==> config.mk <==
export PLATFORM = sky130hd
export DESIGN_NAME = csr_exec_unit_flat
export DESIGN_NICKNAME = d
export VERILOG_FILES = /design/src/rtl/csr_exec_if.sv /design/src/rtl/csr_exec_unit.sv /design/src/flat_wrapper.sv
export SDC_FILE = /design/constraint.sdc
export NUM_CORES = 1
export LEC_CHECK = 0
export BUFFER_PORTS_ARGS = -buffer_cell sky130_fd_sc_hd__buf_2
export CAP_MARGIN = 10
export CORE_ASPECT_RATIO = 1.75
export CORE_MARGIN = 2
export CORE_UTILIZATION = 50
export DETAILED_ROUTE_END_ITERATION = 10
export PLACE_DENSITY = 0.79
export SYNTH_ARGS = -nofsm -noshare
export SYNTH_HDL_FRONTEND = slang
export SYNTH_SLANG_ARGS = --single-unit
==> constraint.sdc <==
create_clock -name clk -period 4.6 [get_ports clk]
set_input_delay 0.46 -clock clk [delete_from_list [all_inputs] [get_ports clk]]
set_output_delay 0.46 -clock clk [all_outputs]
set_load 0.05 [all_outputs]
==> src/rtl/csr_exec_if.sv <==
// Bus bundle for the CSR execution unit: request channel, CSR file port and response channel.
// The master side is the execute stage plus CSR file; the slave side is csr_exec_unit.
interface csr_exec_if #(
  parameter int XLEN = 64
);
  logic            req_valid;
  logic            req_ready;
  logic [2:0]      req_funct3;
  logic [11:0]     req_csr;
  logic [XLEN-1:0] req_rs1_val;
  logic [4:0]      req_rs1_idx;
  logic [4:0]      req_rd;
  logic [1:0]      req_priv;

  logic [11:0]     csr_addr;
  logic [XLEN-1:0] csr_rdata;
  logic            csr_we;
  logic [XLEN-1:0] csr_wdata;

  logic            rsp_valid;
  logic            rsp_ready;
  logic [4:0]      rsp_rd;
  logic            rsp_rd_we;
  logic [XLEN-1:0] rsp_data;
  logic            rsp_illegal;

  modport master (
    output req_valid, req_funct3, req_csr, req_rs1_val, req_rs1_idx, req_rd, req_priv,
    input  req_ready,
    input  csr_addr, csr_we, csr_wdata,
    output csr_rdata,
    input  rsp_valid, rsp_rd, rsp_rd_we, rsp_data, rsp_illegal,
    output rsp_ready
  );

  modport slave (
    input  req_valid, req_funct3, req_csr, req_rs1_val, req_rs1_idx, req_rd, req_priv,
    output req_ready,
    output csr_addr, csr_we, csr_wdata,
    input  csr_rdata,
    output rsp_valid, rsp_rd, rsp_rd_we, rsp_data, rsp_illegal,
    input  rsp_ready
  );
endinterface

==> src/rtl/csr_exec_unit.sv <==
// Zicsr execution unit: legality checks and a single read-modify-write against the CSR file,
// returning the pre-write CSR value through a valid/ready response channel.
module csr_exec_unit #(
  parameter int XLEN = 64
) (
  input  logic         clk,
  input  logic         reset,
  csr_exec_if.slave    bus
);

  typedef enum logic [1:0] {IDLE, READ, WRITE, RESP} state_t;

  state_t          state_reg, state_next;
  logic [2:0]      funct3_reg;
  logic [11:0]     csr_reg;
  logic [XLEN-1:0] rs1_val_reg;
  logic [4:0]      rs1_idx_reg;
  logic [4:0]      rd_reg;
  logic [1:0]      priv_reg;
  logic [XLEN-1:0] old_reg;
  logic [XLEN-1:0] wdata_reg;
  logic            illegal_reg;
  logic            rd_we_reg;

  logic [XLEN-1:0] src;
  logic [XLEN-1:0] new_value;
  logic            op_known;
  logic            write_needed;
  logic            illegal;
  logic            accept;

  // Operation decode works on the latched request; only meaningful while in READ.
  always_comb begin
    src          = funct3_reg[2] ? {{(XLEN-5){1'b0}}, rs1_idx_reg} : rs1_val_reg;
    op_known     = (funct3_reg[1:0] != 2'b00);
    write_needed = (funct3_reg[1:0] == 2'b01) || (rs1_idx_reg != 5'd0);
    unique case (funct3_reg[1:0])
      2'b10:   new_value = bus.csr_rdata | src;
      2'b11:   new_value = bus.csr_rdata & ~src;
      default: new_value = src;
    endcase
    illegal = !op_known
           || (write_needed && (csr_reg[11:10] == 2'b11))
           || (priv_reg < csr_reg[9:8]);
  end

  assign accept = (state_reg == IDLE) && bus.req_valid;

  always_comb begin
    state_next      = state_reg;
    bus.req_ready   = 1'b0;
    bus.csr_addr    = 12'd0;
    bus.csr_we      = 1'b0;
    bus.csr_wdata   = '0;
    bus.rsp_valid   = 1'b0;
    bus.rsp_rd      = 5'd0;
    bus.rsp_rd_we   = 1'b0;
    bus.rsp_data    = '0;
    bus.rsp_illegal = 1'b0;
    unique case (state_reg)
      IDLE: begin
        bus.req_ready = !reset;
        if (accept) state_next = READ;
      end
      READ: begin
        bus.csr_addr = csr_reg;
        state_next   = (!illegal && write_needed) ? WRITE : RESP;
      end
      WRITE: begin
        bus.csr_addr  = csr_reg;
        // A reset arriving in this cycle must not let the write escape.
        bus.csr_we    = !reset;
        bus.csr_wdata = wdata_reg;
        state_next    = RESP;
      end
      RESP: begin
        bus.csr_addr    = csr_reg;
        bus.rsp_valid   = !reset;
        bus.rsp_rd      = rd_reg;
        bus.rsp_rd_we   = rd_we_reg;
        bus.rsp_data    = old_reg;
        bus.rsp_illegal = illegal_reg;
        if (bus.rsp_ready) state_next = IDLE;
      end
      default: state_next = IDLE;
    endcase
  end

  always_ff @(posedge clk) begin
    if (reset) begin
      state_reg   <= IDLE;
      funct3_reg  <= 3'd0;
      csr_reg     <= 12'd0;
      rs1_val_reg <= '0;
      rs1_idx_reg <= 5'd0;
      rd_reg      <= 5'd0;
      priv_reg    <= 2'd0;
      old_reg     <= '0;
      wdata_reg   <= '0;
      illegal_reg <= 1'b0;
      rd_we_reg   <= 1'b0;
    end else begin
      state_reg <= state_next;
      if (accept) begin
        funct3_reg  <= bus.req_funct3;
        csr_reg     <= bus.req_csr;
        rs1_val_reg <= bus.req_rs1_val;
        rs1_idx_reg <= bus.req_rs1_idx;
        rd_reg      <= bus.req_rd;
        priv_reg    <= bus.req_priv;
      end
      if (state_reg == READ) begin
        // Old value is captured before any write; illegal ops report zero data.
        old_reg     <= illegal ? '0 : bus.csr_rdata;
        wdata_reg   <= new_value;
        illegal_reg <= illegal;
        rd_we_reg   <= !illegal && (rd_reg != 5'd0);
      end
    end
  end

endmodule

==> src/flat_wrapper.sv <==
// flat-port wrapper written by rule: the top's interface ports become plain ports
module csr_exec_unit_flat 
#(
  parameter int XLEN = 64
)
  (clk, reset, bus_req_valid, bus_req_funct3, bus_req_csr, bus_req_rs1_val, bus_req_rs1_idx, bus_req_rd, bus_req_priv, bus_req_ready, bus_csr_addr, bus_csr_we, bus_csr_wdata, bus_csr_rdata, bus_rsp_valid, bus_rsp_rd, bus_rsp_rd_we, bus_rsp_data, bus_rsp_illegal, bus_rsp_ready);
  csr_exec_if #(.XLEN(XLEN)) bus_i ();
  input  logic clk;
  input  logic reset;
  input wire logic [$bits(bus_i.req_valid)-1:0] bus_req_valid;
  input wire logic [$bits(bus_i.req_funct3)-1:0] bus_req_funct3;
  input wire logic [$bits(bus_i.req_csr)-1:0] bus_req_csr;
  input wire logic [$bits(bus_i.req_rs1_val)-1:0] bus_req_rs1_val;
  input wire logic [$bits(bus_i.req_rs1_idx)-1:0] bus_req_rs1_idx;
  input wire logic [$bits(bus_i.req_rd)-1:0] bus_req_rd;
  input wire logic [$bits(bus_i.req_priv)-1:0] bus_req_priv;
  output wire logic [$bits(bus_i.req_ready)-1:0] bus_req_ready;
  output wire logic [$bits(bus_i.csr_addr)-1:0] bus_csr_addr;
  output wire logic [$bits(bus_i.csr_we)-1:0] bus_csr_we;
  output wire logic [$bits(bus_i.csr_wdata)-1:0] bus_csr_wdata;
  input wire logic [$bits(bus_i.csr_rdata)-1:0] bus_csr_rdata;
  output wire logic [$bits(bus_i.rsp_valid)-1:0] bus_rsp_valid;
  output wire logic [$bits(bus_i.rsp_rd)-1:0] bus_rsp_rd;
  output wire logic [$bits(bus_i.rsp_rd_we)-1:0] bus_rsp_rd_we;
  output wire logic [$bits(bus_i.rsp_data)-1:0] bus_rsp_data;
  output wire logic [$bits(bus_i.rsp_illegal)-1:0] bus_rsp_illegal;
  input wire logic [$bits(bus_i.rsp_ready)-1:0] bus_rsp_ready;
  assign bus_i.req_valid = bus_req_valid;
  assign bus_i.req_funct3 = bus_req_funct3;
  assign bus_i.req_csr = bus_req_csr;
  assign bus_i.req_rs1_val = bus_req_rs1_val;
  assign bus_i.req_rs1_idx = bus_req_rs1_idx;
  assign bus_i.req_rd = bus_req_rd;
  assign bus_i.req_priv = bus_req_priv;
  assign bus_req_ready = bus_i.req_ready;
  assign bus_csr_addr = bus_i.csr_addr;
  assign bus_csr_we = bus_i.csr_we;
  assign bus_csr_wdata = bus_i.csr_wdata;
  assign bus_i.csr_rdata = bus_csr_rdata;
  assign bus_rsp_valid = bus_i.rsp_valid;
  assign bus_rsp_rd = bus_i.rsp_rd;
  assign bus_rsp_rd_we = bus_i.rsp_rd_we;
  assign bus_rsp_data = bus_i.rsp_data;
  assign bus_rsp_illegal = bus_i.rsp_illegal;
  assign bus_i.rsp_ready = bus_rsp_ready;
  csr_exec_unit #(.XLEN(XLEN)) u_core (.clk(clk), .reset(reset), .bus(bus_i));
endmodule
Yosys cells after proc, flatten, opt, wreduce, memory -nomap -nowiden
Cells that the tools add are included.

storage, ports and cells
  bits of input ports = 159
  bits in registers = 223
  memories kept = 0
  bits in writable memories = 0
  ROM bits = 0
  latch bits = 0
  logic and storage cells = 56

operators by class
  muxes and demuxes = 16
  add/sub/neg operators = 0
  $lt $le $gt $ge = 1
  eq/ne operators = 9
  div/mod/pow operators = 0
  $mul = 0
  bitwise gates (word level) = 3
  shifts and indexed selects = 0
  reduce and logical (&&, ||, !) cells = 16

operators with widths
  operator            count
  $mux 64             4
  $pmux 64 s2         1
  $and 64x64->64      1
  $not 64->64         1
  $or 64x64->64       1
  $mux 12             1
  $eq 2x2->1 const B  5
  $reduce_bool 5->1   2
  $pmux 2 s4          1
  $mux 1              6
  $mux 5              1
  $eq 2x1->1 const B  2
  $logic_and 1x1->1   4
  $mux 2              2
  $logic_not 1->1     3
  $logic_or 1x1->1    3
  $reduce_or 3->1     1
  $logic_not 2->1     1
  $lt 2x2->1          1
  $ne 2x1->1 const B  1
  $ne 2x2->1 const B  1
  $reduce_and 2->1    1
  $reduce_bool 2->1   1

Depth between registers and ports, before layout
Gate-level depths: netlist (run 1).

  word-level depth = 9
  mapped depth = 8
  mapped depth without buffers = 6

Worst setup path before layout (run 1)
No wires, ideal clock.

  kind = input-to-output
  from = input reset
  to = output bus_req_ready
  required time = 4.140 ns
  cell stages on the path = 4
  arrival time = 1.715 ns
  setup slack = 2.425 ns
  path through = clkbuf_1 -> clkbuf_1 -> clkbuf_1 -> nor2_1

on the way
  word-level cells in the longest chain between the ends = 2

ends and longest elaborated chain
  what                RTL line             text
  start: declaration  flat_wrapper.sv:9    input logic reset;
  $logic_not 1->1     csr_exec_unit.sv:62  bus.req_ready = !reset;
  $mux 1              csr_exec_unit.sv:60  unique case (state_reg)
  end: declaration    flat_wrapper.sv:17   output wire logic [$bits(bus_i.req_ready)-1:0] bus_req_ready;

No other way between the ends.

Final worst setup path (run 1)
  from = register u_core.state_reg[0]
  to = output bus_csr_wdata[43]

on the way
  word-level cells in the longest chain between the ends = 2

ends and longest elaborated chain
  what                      RTL line              text
  start: declaration        csr_exec_unit.sv:13   state_t state_reg, state_next;
  start signal: assignment  csr_exec_unit.sv:103  state_reg <= state_next;
  $eq 2x2->1                csr_exec_unit.sv:60
  $mux 64                   csr_exec_unit.sv:60
  end: declaration          flat_wrapper.sv:20    output wire logic [$bits(bus_i.csr_wdata)-1:0] bus_csr_wdata;

No other way between the ends.

==> results of run 1 <==
[metrics by stage]
stage / util, % / power [uW] / area, um^2
CTS: 62.9 / 6140 / 12000
detailed placement: 59.1 / 4310 / 11300
floorplan: - / 3780 / 9730
global route: 63.1 / 6420 / 12100
global placement: 59.1 / 4270 / 11300
finish: 63.1 / 6120 / 12100
[worst max-delay path, delay by kind of cell, from the launching register on]
kind / cells / cell delay [ps]
adder cells (fa/ha/maj): 1 / 950
flip-flops: 1 / 370
AND/OR/NAND/NOR: 1 / 270
buffers and inverters: 2 / 430
[report_power, final]
part / internal [uW] / total (uW) / leakage (uW) / switching [uW]
combinational: 675 / 1870 / 0.00319 / 1200
clock: 1080 / 1840 / 0.000357 / 757
sequential: 2210 / 2410 / 0.00181 / 201
[metal layers]
layer | global-route usage (%) | wire length [um]
met1 | 30.8 | 10900
met2 | 47.0 | 14600
met3 | 4.91 | 2020
met4 | 12.8 | 1260
met5 | 0 | 25
[area by class of cell]
class                      instances  area, um^2
multi-input combinational        781        4900
tap                              241         302
clock buffer                      29         594
fill                            1705        7060
timing repair buffer             318        1630
clock inverter                     7         136
sequential                       223        4470
inverter                           5        18.8
antenna                            4        10.0
[path summary, 6_finish.rpt]
check	startpoint	cells after the start	slack, ps	to
min reg2reg	u_core.csr_reg[4]	2	450	u_core.csr_reg[4]
max	u_core.state_reg[0]	4	1590	bus_csr_wdata[43]
min	bus_req_csr[1]	3	190	u_core.csr_reg[1]
max reg2reg	u_core.rs1_idx_reg[4]	5	2110	u_core.old_reg[31]
[cell families after synthesis]
family / Yosys count / synth area share, %
DFF: 223 / 45.9
and+or+nand+nor: 475 / 23.9
adders and majority gates: 6 / 0.772
AOI/OAI and AO/OA: 224 / 17.2
muxes: 76 / 7.83
buffers and inverters: 101 / 4.33
[cell usage in the layout, fill, tap and decap left out, types with 2 or more instances in the layout]
| master | instances |
|---|---|
| a21oi_1 | 93 |
| a22o_1 | 65 |
| a32o_1 | 59 |
| and2_1 | 136 |
| buf_2 | 307 |
| buf_4 | 10 |
| bufinv_16 | 3 |
| clkbuf_1 | 3 |
| clkbuf_16 | 20 |
| clkbuf_8 | 6 |
| clkinv_8 | 2 |
| dfxtp_1 | 221 |
| dfxtp_2 | 2 |
| diode_2 | 4 |
| ha_1 | 3 |
| ha_2 | 2 |
| inv_1 | 5 |
| mux2i_1 | 75 |
| nand2_1 | 189 |
| nand2b_1 | 59 |
| nor2_1 | 71 |
| nor2b_1 | 13 |
[Yosys cell counts (all sizes together)]
cell type | n | share of area, %
o311a | 1 | 0.10
a32o | 59 | 6.1
a211oi | 1 | 0.077
ha | 6 | 0.77
mux2 | 1 | 0.12
nor2 | 72 | 2.8
buf | 13 | 0.94
nand2 | 190 | 7.3
clkbuf | 83 | 3.2
nor2b | 13 | 0.84
nand2b | 59 | 3.8
and2 | 137 | 8.8
o221ai | 1 | 0.090
nor4b | 1 | 0.15
a21oi | 94 | 4.8
dfxtp | 223 | 46
a22o | 65 | 5.9
o211ai | 1 | 0.077
or4 | 1 | 0.077
o22ai | 1 | 0.064
nor3 | 1 | 0.051
inv | 5 | 0.19
mux2i | 75 | 7.7
o31ai | 1 | 0.077
or3b | 1 | 0.090
==> qor.yml, run 1 <==
outcome:
  outcome: "completed"
placement:
  globalplace.congestion: 0.816
  port_buffers: 308
  dp_hpwl_um: 18500
  dpl.cell_count: 1567
  pre_cts_ws_ps: 2050
timing:
  maxSlewViolCount: 0
  setup_viol: 0
  fmax_mhz: 332
  fin_crit_sh_pct: 65.4
  fin_hold_ws_ps: 188
  tightest_slew_ps: 1110
  rsz0062_at_grt: "false"
  finalWorstSetupSlack_ps: 1590
  tns_ps: 0
  max_slew_margin_pct: 25.8
  hold_viol: 0
  timing.final.crit_period_ps: 3010
  skew_ps: 23.2
final_layout:
  fin_cells: 1608
  drive_gt1_share_pct: 26.6
  nets: 1514
  area_delta_synth_final_pct: 23.9
die:
  die_w_um: 109
  die_y_um: 189
  ioPinCount: 309
  start_util_pct: 50.9
  dieArea_um2: 20600
  coreArea_um2: 19100
  fp-row-count: 67
yosys:
  ys_seq_area_share_pct: 45.9
  ys_types: 28
  synth_seq_cells: 223
  ys_warn_count: 0
  netlist_area_um2: 9730
  synth_cells: 1105
  mappedNetlistNets: 1270
  syn_avg_cell_area_um2: 8.80
cts:
  post-cts-setup-buffers: 0
  numCtsBuffers: 20
  clock-sinks: 223
  clk_pin_slew_worst_paths_ps: 80
  clock_path_buffers: 3
  clk_latency_ps: 510
  cts_tree: "done"
  postCtsHoldBufs: 0
  root_buffer: "clkbuf_16"
  cts_resized: 0
  htreeDepth: 1
routing:
  vias: 8944
  antenna_left: 0
  first_pass_iters: 5
  vias_per_cell: 5.56
  route.detailed.drc: 0
  drt_iter0_drc: 397
  wl_um: 28900
  wl_per_cell_um: 17.9
worst_setup_path:
  worstPathRequired_ps: 4140
  crit_chain: "inv_1 > ha_2 > and2_1 > buf_2"
  crit_path_start_kind: "flop"
  arrival_ps: 2550
  crit_type: "reg2out"
  slowest_stage: "ha_2"
  max_stage_delay_ps: 950
  crit_path_max_fanout: 65
  endpoint_kind: "primary output"
power_and_ir_drop:
  worst_ir_drop_vdd_mv: 0.670
  total_leakage_power_uw: 0.00536
  power_density_nw_per_um2: 508
global_route:
  grt_max_degree: 92
  antenna_found_initial: 5
  grt_overflow: 0
  gr-usage-all-layers_pct: 26.9
  grt_first_pass_wirelength_um: 44100
  grt_pass1_vias: 8745
flow_run:
  maxCapViolCount: 0
min_path:
  hp-class: "in2reg"
Power figures use the tool's default switching activity.
==> run 2: changes to the inputs <==
- ABC_AREA: unset -> 1
- PLACE_DENSITY: 0.79 -> 0.78
- clock period: 4.6 -> 3.1 ns (I/O delays scaled with it)
==> run 2 against run 1 <==
Via count increased by 23%. Clock skew decreased by 16 ps. Synthesized area increased by 6.3%. Sequential power increased by 56%. Synthesized cell count increased by 42%. Power increased by 62%. Flip-flop and latch count unchanged. Design area increased by 4.4%. Combinational power increased by 93%. Global-route usage increased by 0.61 points. Non-clock buffer count increased by 10. Worst hold slack got worse by 130 ps.
==> qor.yml, run 2 <==
yosys:
  syn_avg_cell_area_um2: 6.58  # -25%
  ys_types: 24  # -14%
  ys_warn_count: 0  # unchanged
  async_reset_ff_share_pct: 0  # unchanged
  synth-xor-area-share_pct: 0  # unchanged
  synthAdderAreaFrac_pct: 0.726  # -0.045 points
  synth_top_area_share_pct: 43.2  # -2.7 points
  ys.flop_type: "dfxtp_1"
  yosysMostFrequentCell: "nand2_1"
  synth_top_cell_by_area: "dfxtp_1"
  synth.area.top_cells: "dfxtp_1 (43%), nand2_1 (15%), a21oi_1 (12%)"
  synth_compound_area_share_pct: 18.2  # +0.96 points
  synth_top_family_by_area: "simple AND/OR/NAND/NOR gates"
  synth-edff-count: 0  # unchanged
  mappedNetlistNets: 1736  # +37%
  ys_seq_area_share_pct: 43.2  # -2.7 points
  netlist_area_um2: 10300  # +6.3%
  yosys.area_share.simple_pct: 25.2  # +1.3 points
  synth_cells: 1571  # +42%
  yosys-top-cells-count: "nand2_1 (403), a21oi_1 (244), dfxtp_1 (223), inv_1 (199), nor2_1 (165)"
  synth_seq_cells: 223  # unchanged
  synthMuxAreaShare_pct: 0  # -7.8 points
cts:
  clock_path_buffers: 3  # unchanged
  post-cts-setup-buffers: 0  # unchanged
  root_buffer: "clkbuf_16"
  cts_resized: 0  # unchanged
  clk_pin_slew_worst_paths_ps: 70  # about the same
  clk_latency_ps: 500  # about the same
  cts_tree: "done"
  numCtsBuffers: 21  # +5.0%
  htreeDepth: 1  # unchanged
  clock-sinks: 223  # unchanged
  postCtsHoldBufs: 0  # unchanged
final_layout:
  final_cell_mix: "nand2_1 (402), buf_2 (307), a21oi_1 (244), dfxtp_1 (221), inv_1 (198)"
  fin_cells: 2061  # +28%
  nets: 1964  # +30%
  stdcell_area_um2: 12600  # +4.4%
  drive_gt1_share_pct: 20.5  # -6.1 points
  area_delta_synth_final_pct: 21.8
  mostFrequentLayoutCell: "nand2_1"
min_path:
  worstHoldStart: "bus_req_rs1_val[14]"
  hp-class: "in2reg"
timing:
  skew_ps: 6.82  # -16.3 ps
  finalWorstSetupSlack_ps: 501  # -1090 ps
  rsz0062_at_grt: "false"
  fin_crit_sh_pct: 83.9
  maxSlewViolCount: 0  # unchanged
  fmax_mhz: 385
  hold_viol: 0  # unchanged
  timing.final.crit_period_ps: 2600
  tns_ps: 0  # unchanged
  max_slew_margin_pct: 38.8  # +13 points
  setup_viol: 0  # unchanged
  tightest_slew_ps: 917  # -196 ps
global_route:
  grt_max_degree: 91  # -1.1%
  grt_overflow: 0  # unchanged
  grt_pass1_vias: 10295  # +18%
  antenna_found_initial: 2  # -3
  grt_first_pass_wirelength_um: 49800  # +13%
  gr-usage-all-layers_pct: 27.5  # +0.61 points
placement:
  placed_area_um2: 11900  # +5.4%
  dp_hpwl_um: 20500  # +11%
  pre_cts_ws_ps: 1010  # -1040 ps
  dpl.cell_count: 2024  # +29%
  globalplace.congestion: 0.844  # +3.4%
  port_buffers: 308  # unchanged
power_and_ir_drop:
  pwr-share-seq_pct: 37.7  # -1.7 points
  total_leakage_power_uw: 0.00639  # +19%
  p_switching_uw: 3990  # +85%
  worst_ir_drop_vdd_mv: 0.667  # -0.50%
  power_density_nw_per_um2: 790  # +56%
  internal_power_uw: 5950  # +50%
  swShare_pct: 40.2  # +4.9 points
  total_power_uw: 9940  # +62%
  power_frac_comb_pct: 36.3  # +5.7 points
  clockPowerShare_pct: 26.0  # -4.0 points
die:
  start_util_pct: 50.9  # about the same
  die_y_um: 194  # +3.0%
  fp-row-count: 69  # +3.0%
  die_w_um: 113  # +3.0%
  ioPinCount: 309  # unchanged
  dieArea_um2: 21900  # +6.1%
  coreArea_um2: 20300  # +6.1%
routing:
  vias_per_cell: 5.33  # -4.2%
  wl_um: 31700  # +10%
  vias: 10985  # +23%
  wl_per_cell_um: 15.4  # -14%
  route.detailed.drc: 0  # unchanged
  first_pass_iters: 6  # +1
  drt_iter0_drc: 942  # +140%
  antenna_left: 0  # unchanged
worst_setup_path:
  slowest_stage: "ha_2"
  endpoint_kind: "primary output"
  startpoint: "u_core.state_reg[0]"
  crit_chain: "ha_2 > buf_12 > nand2_1 > inv_1 > buf_2"
  crit_path_max_fanout: 39  # -40%
  crit_path_start_kind: "flop"
  crit_type: "reg2out"
  worstPathRequired_ps: 2790  # -1350 ps
  timing.rr.start: "u_core.funct3_reg[1]"
  arrival_ps: 2290  # -260 ps
  max_stage_delay_ps: 650  # -300 ps
flow_run:
  maxCapViolCount: 0  # unchanged
outcome:
  outcome: "completed"
-- run 2: cell count changes after synthesis, moves of 93 or more --
cell / before / now
nor2_1: 72 / 165
inv_1: 5 / 199
and2_1: 137 / 1
a21oi_1: 94 / 244
o21ai_0: 0 / 106
nand2_1: 190 / 403
-- run 2: cell type report --
cell class / instances / area, um^2
antenna: 3 / 7.51
clock buffer: 29 / 596
clock inverter: 5 / 75.1
fill: 1877 / 7700
inverter: 202 / 763
multi-input combinational: 1023 / 4600
sequential: 223 / 4470
tap: 248 / 310
timing repair buffer: 328 / 1770
-- run 2: kinds of logic (layout without fill, tap and decap cells) --
| group | Yosys count | count (layout) |
|---|---|---|
| AOI/OAI and AO/OA | 372 | 372 |
| adders and majority gates | 6 | 6 |
| buffers and inverters | 325 | 564 |
| DFF | 223 | 223 |
| other | 0 | 3 |
| and+or+nand+nor | 645 | 645 |
-- run 2: metrics by stage --
step | util (%) | hold slack (ps)
6_report | 62.0 | 63.3
5_1_grt | 62.0 | 71.7
2_1_floorplan | - | 429
4_1_cts | 62.0 | 54.2
3_5_place_dp | 58.7 | 445
3_3_place_gp | 58.7 | 438
-- run 2: critical path, delay by kind of cell (launching register included) --
family,cells,cell delay [ps]
flops,1,450
simple gates,1,90
fa+ha+maj,1,650
buf+inv,3,600
-- run 2: power by group through the flow --
stage	combinational [uW]	clock [uW]	sequential, uW
floorplan	2670	0	3720
global placement	3490	0	3780
detailed placement	3560	0	3800
CTS	3580	2610	3740
global route	3980	2730	3810
finish	3600	2590	3750
-- run 2: final timing paths --
check	endpoint	slack [ps]	cells past startpoint
max	bus_rsp_data[22]	500	5
min reg2reg	u_core.rs1_val_reg[59]	450	2
min	u_core.rs1_val_reg[14]	60	3
max reg2reg	u_core.wdata_reg[32]	1000	7
-- run 2: per-layer routing --
layer	share of wire [%]	up-vias	wire length [um]	GRT usage [%]
met4	5.3	0	1670	14.7
met3	7.0	106	2210	3.56
met2	51	497	16100	48.8
met5	0	-	0	0
met1	37	4971	11700	31.5
li1	-	5411	-	-
==> run 3: changes to the inputs <==
- ABC_AREA: 1 -> 0
- CORE_UTILIZATION: 50 -> 46
- PLACE_DENSITY: 0.78 -> 0.76
- clock period: 3.1 -> 2.1 ns (I/O delays scaled with it)
==> run 3 against run 2 <==
The flow now finishes with violations (negative setup slack). Sequential power up 41%. Combinational power up 40%. Clock-buffer cell count down 1. Die area up 2.2%. Flip-flop and latch count unchanged. Critical path type is now reg2reg. Critical endpoint is now u_core.old_reg[34]. Largest cell class unchanged.
==> qor.yml, run 3 (synthesized netlist as in run 1, its figures left out) <==
outcome:
  outcome: "finished, violations left"
  violations: "negative setup slack"
final_layout:
  final_cell_mix: "buf_2 (257), dfxtp_1 (218), nand2_1 (189), dlygate4sd3_1 (155), and2_1 (136)"
  final_util_pct: 68.6  # +6.6 points
  drive_gt1_share_pct: 26.0  # +5.6 points
  nets: 1701  # -13%
  mostFrequentLayoutCell: "buf_2"
  area_delta_synth_final_pct: 47.0
worst_setup_path:
  crit_path_start_kind: "flop"
  max_stage_delay_ps: 540  # -110 ps
  crit_type: "reg2reg"
  worstPathRequired_ps: 2530  # -260 ps
  crit_family: "simple AND/OR/NAND/NOR gates"
  rr_worst_depth: 6  # -1
  slowest_stage: "or4_4"
  endpoint_kind: "flop"
  crit_buf_inv: 2  # -1
  crit_chain: "or4_4 > o311a_4 > nor4b_4 > buf_4 > buf_12 > a22o_1"
  crit_path_max_fanout: 15  # -62%
  cp.depth: 6  # +1
  arrival_ps: 2530  # +240 ps
timing:
  tightest_slew_ps: 572  # -344 ps
  hold_viol: 0  # unchanged
  timing.final.crit_period_ps: 2110
  skew_ps: 21.2  # +14.4 ps
  fin_hold_ws_ps: 82.9  # +19.7 ps
  rsz0062_at_grt: "true"
  max_slew_margin_pct: 61.9  # +23 points
  fin_crit_sh_pct: 100
  maxSlewViolCount: 0  # unchanged
  fmax_mhz: 475
  setup_viol: 1  # +1
  finalWorstSetupSlack_ps: -5.62  # -506 ps
cts:
  root_buffer: "clkbuf_16"
  clock-sinks: 223  # unchanged
  htreeDepth: 1  # unchanged
  clk_pin_slew_worst_paths_ps: 70  # about the same
  cts_tree: "done"
  clk_latency_ps: 510  # about the same
  clock_path_buffers: 3  # unchanged
  numCtsBuffers: 21  # unchanged
die:
  ioPinCount: 309  # unchanged
  dieArea_um2: 22400  # +2.2%
  start_util_pct: 46.7  # -4.3 points
  die_w_um: 114  # +1.1%
  coreArea_um2: 20800  # +2.7%
  die_y_um: 196  # +1.1%
  fp-row-count: 70  # +1.4%
global_route:
  grt_max_degree: 60  # -34%
  use_met1_pct: 33.6  # +2.1 points
  top_usage_layer: "met2"
  grt_first_pass_wirelength_um: 52300  # +5.0%
  grt_overflow: 0  # unchanged
  antenna_found_initial: 3  # +1
  grt_pass1_vias: 10209  # -0.84%
  gr-usage-met2_pct: 50.6  # +1.8 points
  use_met3_pct: 4.12  # +0.56 points
  gr-usage-all-layers_pct: 28.9  # +1.4 points
placement:
  port_buffers: 308  # unchanged
  globalplace.congestion: 0.869  # +3.0%
  dp_hpwl_um: 20500  # -0.41%
power_and_ir_drop:
  power_density_nw_per_um2: 1010  # +27%
  total_leakage_power_uw: 0.00622  # -2.6%
  worst_ir_drop_vdd_mv: 0.890  # +33%
routing:
  drt_iter0_drc: 772  # -18%
  first_pass_iters: 5  # -1
  vias_per_cell: 5.63  # +5.7%
  wl_um: 35400  # +11%
  wl_per_cell_um: 19.6  # +27%
  route.detailed.drc: 0  # unchanged
  antenna_left: 0  # unchanged
  vias: 10180  # -7.3%
min_path:
  hold_depth: 2  # -1
  hp-class: "in2reg"
flow_run:
  maxCapViolCount: 0  # unchanged
[run 3: final timing paths]
kind	slack [ps]	start	endpoint
max	-6	u_core.rs1_idx_reg[4]	u_core.old_reg[34]
min	80	reset	u_core.wdata_reg[21]
max reg2reg	-6	u_core.rs1_idx_reg[4]	u_core.old_reg[34]
min reg2reg	450	u_core.csr_reg[7]	u_core.csr_reg[7]
[run 3: area by class of cell]
class / instances / area (um^2)
fillers: 1515 / 6550
multi-input cells: 781 / 4950
flip-flops and latches: 223 / 4470
repair buffers: 504 / 3810
clock buffers: 28 / 592
well taps: 252 / 315
clock inverters: 10 / 136
inverters: 5 / 18.8
diodes: 4 / 10.0
[run 3: stage by stage]
stage / area [um^2] / total power, uW / TNS [ps] / std cells / setup WS [ps]
floorplan: 9730 / 8270 / 0 / 1105 / 110
global placement: 11700 / 9790 / -185 / 1602 / -10.4
detailed placement: 11700 / 9880 / -866 / 1602 / -39.7
CTS: 14100 / 14200 / 0 / 1796 / 29.0
global route: 14300 / 15000 / -792 / 1806 / -34.7
finish: 14300 / 14400 / -5.62 / 1807 / -5.62
[run 3: report_power, final]
group | switching (uW) | internal, uW | total, uW | leakage [uW]
clock network | 1680 | 2360 | 4040 | 0.000350
logic | 2950 | 2100 | 5050 | 0.00405
registers | 454 | 4850 | 5300 | 0.00181
[run 3: per-layer routing]
layer / part of all wire, % / vias to the layer above
met5: 0 / -
li1: - / 4627
met1: 37 / 4840
met3: 6.6 / 152
met2: 51 / 561
met4: 5.3 / 0
[run 3: what timing repair did]
| action | in CTS | in global routing |
|---|---|---|
| endpoints found under the setup margin | 166 | 95 |
| cloned | 0 | 5 |
| hold endpoints to repair | 155 | 0 |
| pin swaps | 2 | 31 |
| resized for setup | 25 | 43 |
| hold buffers | 155 | 0 |
| buffers inserted | 1 | 2 |
